--- src/rtl/dot_seq_pkg.sv ---
// Shared types for the dot_product sequencer: reduction codes and FSM states.
package dot_seq_pkg;

    typedef enum logic [1:0] {
        NOP   = 2'b00,
        SHIFT = 2'b01,
        ACC   = 2'b10,
        CLEAR = 2'b11
    } dot_ctrl_e;

    typedef enum logic [1:0] {
        IDLE  = 2'b00,
        ISSUE = 2'b01,
        DRAIN = 2'b10,
        FIN   = 2'b11
    } seq_state_e;

endpackage

--- src/rtl/dot_ctrl_delay.sv ---
// Fixed-latency pipe for reduction codes; the last stage drives dot_ctrl directly.
module dot_ctrl_delay
    import dot_seq_pkg::*;
#(
    parameter int LAT = 2
) (
    input  logic      clk,
    input  logic      rstn,
    input  dot_ctrl_e i_code,
    output dot_ctrl_e o_code,
    output logic      o_empty
);

    dot_ctrl_e r_pipe [LAT];

    always_ff @(posedge clk) begin
        if (!rstn) begin
            for (int i = 0; i < LAT; i++) r_pipe[i] <= NOP;
        end else begin
            r_pipe[0] <= i_code;
            for (int i = 1; i < LAT; i++) r_pipe[i] <= r_pipe[i-1];
        end
    end

    // Empty means nothing is still upstream of the output stage.
    always_comb begin
        o_empty = 1'b1;
        for (int i = 0; i < LAT - 1; i++) begin
            if (r_pipe[i] != NOP) o_empty = 1'b0;
        end
    end

    assign o_code = r_pipe[LAT-1];

endmodule

--- src/rtl/dot_seq_ctrl.sv ---
// Job sequencer for dot_product: issues operand beats and times the reduction codes.
//   state | meaning
//   IDLE  | waiting for start, config sampled here
//   ISSUE | one beat offered per cycle until the final beat fires
//   DRAIN | waiting for the last code to reach dot_ctrl
//   FIN   | one-cycle done (and err for a rejected config)
module dot_seq_ctrl
    import dot_seq_pkg::*;
#(
    parameter int PE_COUNT   = 4,
    parameter int MAX_CHUNKS = 16,
    parameter int PE_LAT     = 2
) (
    input  logic                            clk,
    input  logic                            rstn,
    input  logic                            start,
    input  logic [$clog2(PE_COUNT+1)-1:0]   cfg_rows,
    input  logic [$clog2(MAX_CHUNKS+1)-1:0] cfg_chunks,
    output logic                            busy,
    output logic                            done,
    output logic                            err,
    output logic                            issue_valid,
    input  logic                            issue_ready,
    output logic [$clog2(PE_COUNT)-1:0]     issue_row,
    output logic [$clog2(MAX_CHUNKS)-1:0]   issue_chunk,
    output logic [1:0]                      dot_ctrl
);

    localparam int RW  = $clog2(PE_COUNT + 1);
    localparam int IRW = $clog2(PE_COUNT);
    localparam int CCW = $clog2(MAX_CHUNKS + 1);
    localparam int ICW = $clog2(MAX_CHUNKS);

    seq_state_e     r_state;
    seq_state_e     w_state_nxt;
    logic [RW-1:0]  r_rows;
    logic [CCW-1:0] r_chunks;
    logic [IRW-1:0] r_row;
    logic [ICW-1:0] r_chunk;
    logic           r_err;

    logic           w_cfg_ok;
    logic           w_fire;
    logic           w_last_chunk;
    logic           w_last_row;
    logic           w_empty;
    dot_ctrl_e      w_code;
    dot_ctrl_e      w_dot;

    assign w_cfg_ok     = (cfg_rows != '0) && (cfg_rows <= RW'(PE_COUNT)) &&
                          (cfg_chunks != '0) && (cfg_chunks <= CCW'(MAX_CHUNKS));
    assign w_fire       = issue_valid & issue_ready;
    assign w_last_chunk = (CCW'(r_chunk) == r_chunks - CCW'(1));
    assign w_last_row   = (RW'(r_row) == r_rows - RW'(1));

    always_ff @(posedge clk) begin
        if (!rstn) r_state <= IDLE;
        else       r_state <= w_state_nxt;
    end

    always_comb begin
        w_state_nxt = r_state;
        busy        = 1'b0;
        done        = 1'b0;
        err         = 1'b0;
        issue_valid = 1'b0;
        unique case (r_state)
            IDLE: begin
                if (start) w_state_nxt = w_cfg_ok ? ISSUE : FIN;
            end
            ISSUE: begin
                busy        = 1'b1;
                issue_valid = 1'b1;
                if (issue_ready && w_last_chunk && w_last_row) w_state_nxt = DRAIN;
            end
            DRAIN: begin
                busy = 1'b1;
                if (w_empty) w_state_nxt = FIN;
            end
            FIN: begin
                busy        = 1'b1;
                done        = 1'b1;
                err         = r_err;
                w_state_nxt = IDLE;
            end
            default: w_state_nxt = IDLE;
        endcase
    end

    // Counters return to 0 after the final beat so row never reaches PE_COUNT.
    always_ff @(posedge clk) begin
        if (!rstn) begin
            r_rows   <= '0;
            r_chunks <= '0;
            r_row    <= '0;
            r_chunk  <= '0;
            r_err    <= 1'b0;
        end else if (r_state == IDLE) begin
            if (start) begin
                r_err <= !w_cfg_ok;
                if (w_cfg_ok) begin
                    r_rows   <= cfg_rows;
                    r_chunks <= cfg_chunks;
                    r_row    <= '0;
                    r_chunk  <= '0;
                end
            end
        end else if (w_fire) begin
            if (w_last_chunk) begin
                r_chunk <= '0;
                r_row   <= w_last_row ? '0 : r_row + IRW'(1);
            end else begin
                r_chunk <= r_chunk + ICW'(1);
            end
        end
    end

    always_comb begin
        w_code = NOP;
        if (w_fire) begin
            if (r_chunk != '0)    w_code = ACC;
            else if (r_row == '0) w_code = CLEAR;
            else                  w_code = SHIFT;
        end
    end

    dot_ctrl_delay #(
        .LAT(PE_LAT)
    ) u_delay (
        .clk    (clk),
        .rstn   (rstn),
        .i_code (w_code),
        .o_code (w_dot),
        .o_empty(w_empty)
    );

    assign issue_row   = r_row;
    assign issue_chunk = r_chunk;
    assign dot_ctrl    = w_dot;

endmodule

--- config.mk ---
export PLATFORM = sky130hd
export DESIGN_NAME = dot_seq_ctrl
export DESIGN_NICKNAME = d
export VERILOG_FILES = /design/src/rtl/dot_seq_pkg.sv /design/src/rtl/dot_ctrl_delay.sv /design/src/rtl/dot_seq_ctrl.sv
export SDC_FILE = /design/constraint.sdc
export NUM_CORES = 1
export LEC_CHECK = 0
export ABC_AREA = 1
export BUFFER_PORTS_ARGS = -buffer_cell sky130_fd_sc_hd__buf_2
export CORE_UTILIZATION = 54
export CTS_CLUSTER_DIAMETER = 200
export CTS_CLUSTER_SIZE = 40
export DETAILED_ROUTE_END_ITERATION = 10
export PLACE_DENSITY = 0.78
export SYNTH_ARGS = -nofsm -noshare
export SYNTH_HDL_FRONTEND = slang
export SYNTH_SLANG_ARGS = --single-unit
--- constraint.sdc ---
create_clock -name clk -period 1.7 [get_ports clk]
set_input_delay 0.51 -clock clk [delete_from_list [all_inputs] [get_ports clk]]
set_output_delay 0.51 -clock clk [all_outputs]
set_load 0.03 [all_outputs]
# Yosys cells after proc, flatten, opt, wreduce, memory -nomap -nowiden
# Memory sizes are Yosys's and may differ from the RTL's.
# Cells that the tools add are included.
[classes]
n_bitwise = 3
addsub = 4
magnitude_cmp = 2
n_reduce_logical = 20
n_mux = 27
eq_ne = 9
[op_table]
columns = ["operator", "count"]
rows = [
  ["2-bit two-way mux", 15],
  ["4-bit two-way mux", 5],
  ["3-bit AND reduction", 3],
  ["2-bit != test, second input constant", 4],
  ["2-bit case mux with 4 select lines", 1],
  ["1-bit two-way mux", 6],
  ["2-bit nonzero test", 3],
  ["4-bit by 5-bit equality test with 1-bit output", 1],
  ["5-bit <= comparator, second input constant", 1],
  ["1-bit logical AND", 5],
  ["5-bit nonzero test", 1],
  ["5-bit by 1-bit subtractor with 5-bit output, second input constant", 1],
  ["4-bit by 1-bit adder with 4-bit output, second input constant", 1],
  ["2-bit equality test, second input constant", 2],
  ["2-bit logical NOT", 2],
  ["4-bit AND reduction", 1],
  ["4-bit nonzero test", 1],
  ["2-bit by 3-bit equality test with 1-bit output", 1],
  ["3-bit <= comparator, second input constant", 1],
  ["3-bit nonzero test", 1],
  ["3-bit OR reduction", 1],
  ["3-bit by 1-bit subtractor with 3-bit output, second input constant", 1],
  ["2-bit by 1-bit adder with 2-bit output, second input constant", 1],
  ["2-bit by 1-bit equality test with 1-bit output, second input constant", 1],
  ["other kinds (4)", 5],
]
[totals]
mem_count = 1
inputBits = 12
out_inout_bits = 12
mem_bits_rw = 4
elab_cells = 72
reg_bits = 17
[mem_list]
columns = ["name", "depth", "word_bits", "read_ports", "rd_ports_with_merged_regs", "wr", "line_no", "source"]
rows = [
  ["u_delay.r_pipe", 2, 2, 2, 0, 2, "dot_ctrl_delay.sv:14", "dot_ctrl_e r_pipe [LAT];"],
]

# Longest topological paths before layout
[depth]
word_depth = 7
depth_mapped = 14
depth_no_buf = 14

# By module
# Synthesis repeated with hierarchy kept, for this count alone.
[hier_totals]
cells_unflattened = 189
area_unflattened_um2 = 1326.3
[modules_own_cells]
columns = ["mod", "n_inst", "cells_per_inst", "area_each_um2", "seq_area_each_um2"]
rows = [
  ["dot_seq_ctrl", 1, 174, 1197.4, 340.3],
  ["dot_ctrl_delay", 1, 15, 128.9, 80.1],
]

# Worst setup path after synthesis
# OpenSTA, ideal clock, no wires.
[synth_timing]
path_kind = "reg-to-reg"
from = "register r_state[1]"
to = "register r_row[1], in the netlist issue_row[1]"
path_stages_with_launch = 8
t_arrival_ns = 1.388
slack_ns = 0.194
setup_ns = 0.118
period_less_slack_ns = 1.506
required_ns = 1.582
path_buffers = 0
cell_sequence = "dfxtp_1 -> inv_1 -> ha_1 -> nand3_1 -> nand2_2 -> nand2_2 -> nand2_4 -> a21oi_1"
[synth_via]
elab_chain_len = 5
elab_cells_between_ends = 10
classes_between = "eq/ne (3); mux (2); bitwise (1); reduce/logical (4)"
[synth_rtl]
columns = ["item", "line_no", "source"]
rows = [
  ["start: declaration", "dot_seq_ctrl.sv:34", "seq_state_e r_state;"],
  ["start signal: assignment", "dot_seq_ctrl.sv:58", "else r_state <= w_state_nxt;"],
  ["2-bit by 1-bit equality test with 1-bit output", "dot_seq_ctrl.sv:67", "unique case (r_state)"],
  ["1-bit two-way mux", "dot_seq_ctrl.sv:67", ""],
  ["named net issue_valid", "dot_seq_ctrl.sv:22", "output logic issue_valid,"],
  ["1-bit bitwise AND", "dot_seq_ctrl.sv:52", "assign w_fire = issue_valid & issue_ready;"],
  ["2-bit nonzero test (no source line)", "--", ""],
  ["4-bit AND reduction (no source line)", "--", ""],
  ["end signal: assignment", "dot_seq_ctrl.sv:111", "r_row <= w_last_row ? '0 : r_row + IRW'(1);"],
  ["end: declaration", "dot_seq_ctrl.sv:38", "logic [IRW-1:0] r_row;"],
]
# The timed path passes the listed nets, and every way through them passes these cells.
# A chain may end at the register's enable or synchronous reset.

# Final worst setup path
[layout_timing]
from = "register r_chunks[0]"
to = "register r_row[1], in the netlist issue_row[1]"
[layout_via]
elab_chain_len = 4
[layout_rtl]
columns = ["item", "line_no", "source"]
rows = [
  ["start: declaration", "dot_seq_ctrl.sv:37", "logic [CCW-1:0] r_chunks;"],
  ["start signal: assignment", "dot_seq_ctrl.sv:103", "r_chunks <= cfg_chunks;"],
  ["5-bit by 1-bit subtractor with 5-bit output", "dot_seq_ctrl.sv:53", "assign w_last_chunk = (CCW'(r_chunk) == r_chunks - CCW'(1));"],
  ["4-bit by 5-bit equality test with 1-bit output", "dot_seq_ctrl.sv:53", ""],
  ["2-bit nonzero test (no source line)", "--", ""],
  ["4-bit AND reduction (no source line)", "--", ""],
]
# Every way passes these cells.

==> impl_metrics.csv <==
group,metric,value,unit
pwr,internal-power,1.04,mW
worst_setup_path,r2r_start,"r_chunks[0]$_SDFFE_PN0P_",
run,max_cap_viol_count,0,
pwr,clkPwrFrac,13.1,%
synthesis,netlist_area,0.00129,sq mm
layout,drive_gt1_share,31.6,%
synthesis,synth_area_leader_cell,"dfxtp_1",
worst_setup_path,critPathMaxFanout,5,
route,drt_pass1_iterations,4,
worst_setup_path,slowest_stage,"dfxtp_4",
synthesis,ys_warn_count,0,
global_routing,grt_pass1_vias,1171,
floorplan,core-area,0.00223,sq mm
worst_setup_path,critPathLaunchType,"flop",
synthesis,syn_inst,186,
timing,grt_setup_unrepaired,"yes",
layout,final_cells,240,
clock_tree,clock_path_buffers,2,
synthesis,syn_nets,208,
worst_setup_path,cp.required,1.92,ns
synthesis,synthTopCellsByArea,"dfxtp_1 (32%), nand2_1 (12%), ha_1 (9.7%), inv_1 (8.1%), a21oi_1 (6.6%)",
synthesis,synth_common_cells,"nand2_1 (43), inv_1 (28), dfxtp_1 (21)",
worst_setup_path,critPathBufInv,2,
layout,final_util,68.6,%
synthesis,synth_top_area_share,32.5,%
timing,worstMarginPinSlew,0.274,ns
worst_hold_path,hold_path_depth,2,
pwr,ir_drop,881,uV
floorplan,rows,17,
global_routing,grt_max_degree,18,
timing,period_share,98.0,%
synthesis,yosys_most_used_dff,"dfxtp_1",
route,avgViaCountPerCell,5.20,
global_routing,grt_pass1_wl,4530,microns
clock_tree,clkSinkCount,21,
layout,nNetsFinal,235,
floorplan,die_w,50.9,microns
clock_tree,clock_latency,0.31,ns
timing,max_freq,600,MHz
clock_tree,cts_buffers,3,
worst_setup_path,critPathArrivalTime,1.88,ns
placed_design,dp.cells,234,
synthesis,synth.distinct_cells,23,
layout,num_antenna_cells,0,
placed_design,hpwl,2180,microns
route,drtIter0Drc,32,
clock_tree,htreeDepth,1,
placed_design,routabilityCongestion,0.821,
worst_setup_path,cp-endpoint,"issue_row[1]$_SDFFE_PN0P_",
worst_setup_path,crit_top_cell,"nand2_1",
pwr,p_sw,845,uW
worst_setup_path,cp.depth,13,
layout,areaGrowthSynthToFinish,18.4,%
pwr,p_seq_share,34.6,%
route,drc,0,
timing,holdWs,0.450,ns
timing,hold_viol_final,0,
worst_setup_path,startpoint,"r_chunks[0]$_SDFFE_PN0P_",
timing,finalMaxSlewViolations,0,
route,wl,2920,microns
floorplan,dieHeight,50.9,microns
clock_tree,path_clk_slew,0.12,ns
pwr,powerDensity,1230,mW/mm^2
pwr,p_sw_share,44.8,%
timing,fin_skew,0.00106,ns
worst_setup_path,ff2ff_path_depth,13,
route,wl_per_cell,12.2,microns
worst_setup_path,cpPeakStageDelay,0.39,ns
synthesis,async_flop_share,0,%
timing,setup_viol,0,
timing,fin_tns_setup,0,ns
synthesis,synth_area_per_cell,6.96,sq um
worst_hold_path,min_path_type,"reg2reg",
floorplan,io_pins,24,
global_routing,grt_util_all_layers,22.9,%
clock_tree,cts-root-buf,"clkbuf_4",
timing,relSlewSlack,81.6,%
worst_setup_path,path_cells,"inv_4 -> ha_4 -> inv_2 -> nand2_1 -> nand2_1 -> nor2_2 -> nand2_1 -> nor2_2 -> nand2_1 -> nand2_2 -> nand2_4 -> nand2_4 -> a21oi_2",
global_routing,grt_overflow,0,
pwr,combPwrFrac,52.2,%
placed_design,io_buffers,23,
placed_design,post-place-ws,0.0176,ns
pwr,power.leakage,0.759,nW
global_routing,antenna_found_initial,0,
floorplan,initial_utilization,57.9,%
worst_setup_path,r2r-end,"issue_row[1]$_SDFFE_PN0P_",
clock_tree,cts_tree,"built",
synthesis,synth_edf_count,0,
timing,fin_ws,0.0344,ns
route,vias,1248,
synthesis,synth_seq_cells,21,
route,ant_nets,0,
worst_setup_path,cp_top_family,"simple AND/OR/NAND/NOR gates",
worst_setup_path,r2r_slack,0.03,ns
floorplan,dieArea,0.00260,sq mm
status,status,"completed",
worst_setup_path,worstSetupPathType,"reg2reg",
synthesis,yosysMostFrequentCell,"nand2_1",
worst_setup_path,critPathCaptureType,"flop",
timing,fin_crit,1.67,ns
synthesis,seq_area_frac_synth,32.5,%
==> registers in the layout (all words and copies together), names as in the netlist <==
signal	cells
issue_row	2
issue_chunk	4
r_state	2
r_chunks	5
u_delay.r_pipe	4
r_err	1
r_rows	3
==> metrics by stage <==
step	area, sq um	power, mW
3_5_place_dp	1410	1.49
3_3_place_gp	1410	1.46
6_report	1530	1.89
5_1_grt	1530	2.01
4_1_cts	1450	1.76
2_1_floorplan	1290	1.29
==> cell usage in the layout (no fill, tap or decap), drive strengths merged, types with 2 or more instances in the layout <==
master  Yosys  final
nand2      50     50
inv        32     32
buf         5     27
dfxtp      21     21
a21oi      17     17
nor2       17     17
nand3      13     13
ha         10     10
o21ai       8      8
nor3        4      4
nand4       3      3
clkbuf      0      3
xnor2       2      2
==> routing by layer <==
| metal | wire length, microns | share of wire, % | track usage, % |
|---|---|---|---|
| met1 | 1200 | 41 | 24.7 |
| met2 | 1580 | 54 | 45.4 |
| met3 | 84 | 2.9 | 2.68 |
| met4 | 51 | 1.7 | 6.94 |
| met5 | 0 | 0 | 0 |
==> worst min path at each step <==
| stage | start | to | slack, ns |
|---|---|---|---|
| 2_1_floorplan | u_delay.r_pipe[0][0]$_SDFF_PN0_ | u_delay.r_pipe[0][2]$_SDFF_PN0_ | 0.41 |
| 3_3_place_gp | u_delay.r_pipe[0][0]$_SDFF_PN0_ | u_delay.r_pipe[0][2]$_SDFF_PN0_ | 0.42 |
| 3_5_place_dp | u_delay.r_pipe[0][1]$_SDFF_PN0_ | u_delay.r_pipe[0][3]$_SDFF_PN0_ | 0.43 |
| 4_1_cts | u_delay.r_pipe[0][1]$_SDFF_PN0_ | u_delay.r_pipe[0][3]$_SDFF_PN0_ | 0.45 |
| 5_1_grt | cfg_rows[2] | r_rows[2]$_SDFFE_PN0P_ | 0.46 |
| 6_report | u_delay.r_pipe[0][1]$_SDFF_PN0_ | u_delay.r_pipe[0][3]$_SDFF_PN0_ | 0.45 |
==> worst register-to-register path: stages (launching register included) <==
cell and delay (ns):
dfxtp_4 0.39, inv_4 0.05, ha_4 0.26, inv_2 0.03
nand2_1 0.05, nand2_1 0.06, nor2_2 0.10, nand2_1 0.07
nor2_2 0.14, nand2_1 0.09, nand2_2 0.12, nand2_4 0.06
nand2_4 0.10, a21oi_2 0.06
==> area by class of cell <==
class	count	area (sq um)
clock buffer	3	22.5
multi-input combinational	128	758
inverter	32	123
sequential	21	432
fill	203	702
tap	28	35.0
clock inverter	1	5.00
timing repair buffer	27	156
==> power groups by stage <==
| stage | clock (mW) | combinational, mW | sequential (mW) |
|---|---|---|---|
| floorplan | 0 | 0.615 | 0.676 |
| global placement | 0 | 0.821 | 0.643 |
| detailed placement | 0 | 0.842 | 0.650 |
| CTS | 0.249 | 0.867 | 0.640 |
| global route | 0.263 | 1.08 | 0.667 |
| finish | 0.248 | 0.986 | 0.654 |
==> cell families after synthesis <==
family          share of synthesized area, %
compound gates                          11.9
xor+xnor                                1.35
fa+ha+maj                               9.67
simple gates                            31.5
buf+inv                                 13.1
flops                                   32.5
==> timing repair <==
action / 4_1_cts / 5_1_grt
setup buffers: 0 / 2
pin swaps: 0 / 10
hold buffers: 0 / 0
endpoints found under the setup margin: 3 / 15
gates resized for setup: 5 / 23
No activity file was read; power rests on OpenSTA's default activity.
